<file path="config.mk">
export PLATFORM = sky130hd
export DESIGN_NAME = lif_array
export DESIGN_NICKNAME = d
export VERILOG_FILES = /design/src/rtl/lif_array.sv
export SDC_FILE = /design/constraint.sdc
export NUM_CORES = 1
export LEC_CHECK = 0
export ABC_AREA = 1
export CORE_MARGIN = 2
export CORE_UTILIZATION = 59
export CTS_CLUSTER_DIAMETER = 200
export DETAILED_ROUTE_END_ITERATION = 6
export GPL_TIMING_DRIVEN = 1
export HOLD_SLACK_MARGIN = 0.08
export PLACE_DENSITY = 0.82
export SLEW_MARGIN = 20
export SYNTH_ARGS = -nofsm -noshare
export SYNTH_HDL_FRONTEND = slang
export SYNTH_SLANG_ARGS = --single-unit
</file>
<file path="constraint.sdc">
create_clock -name clk -period 6.56 [get_ports clk]
set_input_delay 1.968 -clock clk [delete_from_list [all_inputs] [get_ports clk]]
set_output_delay 1.968 -clock clk [all_outputs]
set_load 0.03 [all_outputs]
</file>
<file path="src/rtl/lif_array.sv">
// lif_array: N_CH leaky integrate-and-fire neurons advanced together on a shared step strobe
module lif_array #(
    parameter int N_CH = 4,
    parameter int W    = 8,
    parameter int RW   = 3,
    parameter int CW   = 16
) (
    input  logic              clk,
    input  logic              rst_n,
    input  logic              step,
    input  logic [N_CH*W-1:0] current,
    input  logic [W-1:0]      threshold,
    input  logic [2:0]        leak_shift,
    input  logic [RW-1:0]     refrac_len,
    input  logic              reset_mode,
    input  logic              clr_count,
    output logic [N_CH*W-1:0] state,
    output logic [N_CH-1:0]   spike,
    output logic [CW-1:0]     spike_count
);
    logic [W-1:0]    r_v [N_CH];
    logic [RW-1:0]   r_r [N_CH];
    logic [N_CH-1:0] r_spike;
    logic [CW-1:0]   r_count;
    logic [W-1:0]    w_next_v [N_CH];
    logic [RW-1:0]   w_next_r [N_CH];
    logic [N_CH-1:0] w_fire;
    logic [3:0]      w_pop;
    logic [CW+3:0]   w_add;
    logic [CW-1:0]   w_next_count;

    genvar g;
    generate
        for (g = 0; g < N_CH; g++) begin : g_ch
            logic [W-1:0] w_decay;
            logic [W:0]   w_sum;
            logic [W-1:0] w_clip;
            logic         w_idle;
            assign w_idle      = (r_r[g] == '0);
            assign w_decay     = (leak_shift == 3'd0) ? '0 : r_v[g] >> leak_shift;
            assign w_sum       = {1'b0, r_v[g] - w_decay} + {1'b0, current[g*W +: W]};
            assign w_clip      = w_sum[W] ? '1 : w_sum[W-1:0];
            assign w_fire[g]   = w_idle && (w_clip >= threshold);
            assign w_next_v[g] = !w_idle ? r_v[g] : w_fire[g] ? (reset_mode ? w_clip - threshold : '0) : w_clip;
            assign w_next_r[g] = !w_idle ? r_r[g] - RW'(1) : w_fire[g] ? refrac_len : '0;
            assign state[g*W +: W] = r_v[g];
        end
    endgenerate

    // count how many channels fire on this step
    always_comb begin
        w_pop = '0;
        for (int i = 0; i < N_CH; i++) w_pop = w_pop + {3'b000, w_fire[i]};
    end

    assign w_add        = {4'b0000, r_count} + {{CW{1'b0}}, w_pop};
    assign w_next_count = (w_add > {4'b0000, {CW{1'b1}}}) ? '1 : w_add[CW-1:0];

    // membrane potentials and refractory counters advance only on step
    always_ff @(posedge clk or negedge rst_n) begin
        if (!rst_n) begin
            for (int i = 0; i < N_CH; i++) begin
                r_v[i] <= '0;
                r_r[i] <= '0;
            end
        end else if (step) begin
            for (int i = 0; i < N_CH; i++) begin
                r_v[i] <= w_next_v[i];
                r_r[i] <= w_next_r[i];
            end
        end
    end

    // spike is a one-cycle pulse, forced low on cycles without step
    always_ff @(posedge clk or negedge rst_n) begin
        if (!rst_n) r_spike <= '0;
        else        r_spike <= step ? w_fire : '0;
    end

    // saturating spike counter; clear wins over a simultaneous add
    always_ff @(posedge clk or negedge rst_n) begin
        if (!rst_n)         r_count <= '0;
        else if (clr_count) r_count <= '0;
        else if (step)      r_count <= w_next_count;
    end

    assign spike       = r_spike;
    assign spike_count = r_count;
endmodule
</file>
==> summary.md <==
| Metric | Value |
|---|---|
| Worst slew pin tran | around 1.1 ns |
| Crit path max-delay family | adder cells |
| Total Routing Usage GR | 38.7% |
| Startpoint types | input port |
| Routed Wire Length | between 30,000 and 40,000 um |
| Synth Warn # | 0 |
| Fin util | between 90% and 100% |
| Clk root buf | clkbuf_16 |
| Antenna diode count | 0 |
| Die width | approximately 130 um |
| Fin nets | between 1,500 and 2,000 |
| Die area | around 0.016 mm2 |
| Share of cells above drive strength 1 | around 25% |
| Global-route wire length before repair | 50,700 um |
| Hold/Removal Path Class | register to register |
| Io pins | around 100 |
| Worst path max stage delay | between 0.5 and 0.6 ns |
| Antenna-violating nets left | 0 |
| Post-synth ARST share | 100% |
| Syn Area/Cell | a little over 6 um2 |
| Tmin final | approximately 7.7 ns |
| Worst path required time | around 6.8 ns |
| Remaining global-route overflow | 0 |
| Synth Flop Type | dfrtp_1 |
| Setup crit end kind | register |
| Synth Cell Area | between 0.008 and 0.009 mm2 |
| WP buf/inv | 7 |
| Worst-path clk slew | ~0.06 ns |
| Row Count | 44 |
| Post-DP Area | 0.0117 mm2 |
| Via count | 11,700 |
| Initial antenna violation count | 0 |
| Inst Count DP | 1,917 |
| Clock sinks | between 60 and 70 |
| Crit Path Max Fanout | 7 |
| # port buffers | 102 |
| Gpl congestion | 0.946 |
| Drt drc | 0 |
| Largest net degree at the start of global routing | 65 |
| Flops & latches, synth | 64 |
| Die Y | approximately 130 um |
| Max cap viols | 0 |
| Vias in the first global route | roughly 11,000 |
| RSZ-0062 raised after global routing | yes |
| TritonCTS buffer count | 9 |
| Worst Slack Setup Final | -1.11 ns |
| Arr. time, crit path | slightly below 8 ns |
| Syn Nets | about 1,600 |
| Post-synth EDFFs | 0 |
| Design Area, Final | 0.0132 mm2 |
| Vias per Instance | 5.93 |
| CP max stage cell | fa_1 |
| Finished Layout Cells | 1,976 |
| Sequential share of the synthesized area | roughly 18% |
| WHS | about 0.55 ns |
| Clk buf depth | 2 |
| CP Class | input port to register |
| H-tree depth | 3 |
| Clock Skews | ~0.0048 ns |
| Clock Latency Late Sink | around 0.34 ns |
| Cell count after synthesis | 1,446 |
| CTS tree | built |
| # hold bufs at CTS | 0 |
| 1st-iter DRT viols | ~1,400 |
| DR WL/cell | about 18 um |
| Post-route clock period utilization | 117% |
| Slew Viols, Final | 0 |
| Yosys cell types | 39 |
| Pre-antenna DRT Iters | 6 |
| Core footprint | between 0.01 and 0.015 mm2 |
| Syn-to-layout area delta | 49.4% |
| Status | finished, violations left |
| Fmax | about 130 MHz |
| Final setup violation count | 16 |
| Max transition margin | a little over a quarter |
| Failing checks | negative setup slack |
| Initial core utilization | approximately 60% |
| DP HPWL | ~22,000 um |
| Hold Vio Cnt, Final | 0 |
sequential cells by signal (all words and copies together), names as in the netlist:
name and cells:
r_r 12, spike 4, spike_count 16, state 32
final timing paths:
kind	from	end	slack (ns)	depth (start not counted)
max in group asynchronous	rst_n	spike_count[7]	4.20	2
max	leak_shift[0]	spike_count[15]	-1.11	40
min in group asynchronous	rst_n	state[21]	1.80	2
min	state[16]	state[16]	0.55	2
max reg2reg	state[3]	spike_count[15]	0.28	38
min reg2reg	state[16]	state[16]	0.55	2
Yosys cell counts, types with 6 or more instances:
master	instances	area [um2]
mux2i_1	13	130
ha_1	101	1260
a31oi_1	6	37.5
dfrtp_1	64	1600
nand3_1	92	460
buf_2	9	45.0
nand3b_1	9	67.6
nor2_1	76	285
clkbuf_1	8	30.0
o21ai_0	48	240
a32o_1	6	60.1
fa_1	15	300
nand2_1	573	2150
a22oi_1	12	90.1
a21oi_1	60	300
xor2_1	22	193
inv_1	242	908
nor3_1	7	35.0
xnor2_1	27	236
nand4_1	20	125
cells by family (layout without fill, tap and decap cells):
group,after synthesis,in the layout,share of synthesized area [%]
adder cells (fa/ha/maj),116,116,17.7
XOR/XNOR,49,49,4.86
buffers and inverters,266,611,11.5
AND/OR/NAND/NOR,794,795,37.0
multiplexers,13,13,1.47
AO/OA/AOI/OAI,144,144,9.30
flip-flops,64,64,18.1
cell type report:
cell class,count,area [um2]
multi-input combinational,1117,7130
timing repair buffer,348,2950
sequential,64,1600
fill,685,1410
inverter,247,931
tap,184,230
clock buffer,10,229
clock inverter,6,108
per-stage QoR:
step                      TNS (ns)  worst slack [ns]
after floorplan             -11.67            -0.782
after global placement      -33.71             -1.55
after detailed placement    -42.20             -1.76
after CTS                   -12.89            -0.848
after global routing        -22.24             -1.30
final                       -16.41             -1.11
cells in the final DEF (no fill, tap or decap), types with 4 or more instances in the layout:
| cell type | instances |
|---|---|
| nor2_2 | 8 |
| a32o_1 | 6 |
| nand3_1 | 66 |
| nor2_4 | 7 |
| nand3_2 | 21 |
| a22oi_1 | 12 |
| ha_4 | 25 |
| a21oi_1 | 36 |
| ha_1 | 71 |
| nand3b_1 | 9 |
| a21oi_4 | 6 |
| o21ai_0 | 22 |
| dfrtp_1 | 64 |
| nand2_1 | 534 |
| o21ai_2 | 8 |
| clkdlybuf4s50_1 | 98 |
| o21ai_1 | 19 |
| nor3_4 | 4 |
| mux2i_1 | 11 |
| inv_2 | 16 |
| a31oi_1 | 6 |
| inv_1 | 229 |
| nand3_4 | 8 |
| ha_2 | 5 |
| nor2_1 | 68 |
| a21oi_2 | 21 |
| buf_4 | 230 |
| buf_6 | 13 |
| xnor2_1 | 27 |
| fa_2 | 9 |
| nand2_2 | 39 |
| clkbuf_16 | 9 |
| fa_1 | 6 |
| nand4_1 | 20 |
| nand2_4 | 4 |
| xor2_1 | 22 |
| o211ai_1 | 4 |
worst reg2reg max path: cells and delay by family (launching register included):
| kind | cells | cell delay, ns |
|---|---|---|
| adder cells (fa/ha/maj) | 7 | 2.12 |
| AO/OA/AOI/OAI | 5 | 0.67 |
| multiplexers | 1 | 0.17 |
| buffers and inverters | 5 | 0.42 |
| AND/OR/NAND/NOR | 19 | 2.13 |
| flip-flops | 1 | 0.55 |
| XOR/XNOR | 1 | 0.15 |
metal layers:
layer | GRT usage [%] | routed length (um) | vias to the layer above | share of wire [%]
met4 | 20.9 | 2320 | 0 | 6.6
met3 | 6.03 | 3540 | 254 | 10
met1 | 47.7 | 13000 | 5331 | 37
met5 | 0 | 0 | - | 0
met2 | 65.4 | 16400 | 884 | 46
li1 | - | - | 5250 | -
timing repair:
item / CTS / global route
resized for setup: 101 / 99
pin swaps: 71 / 65
gates cloned: 2 / 0
endpoints found under the setup margin: 38 / 38
buffers inserted: 26 / 16
Power is not shown: default switching activity piles up to over one toggle a cycle in this logic, so the estimate is an artifact.
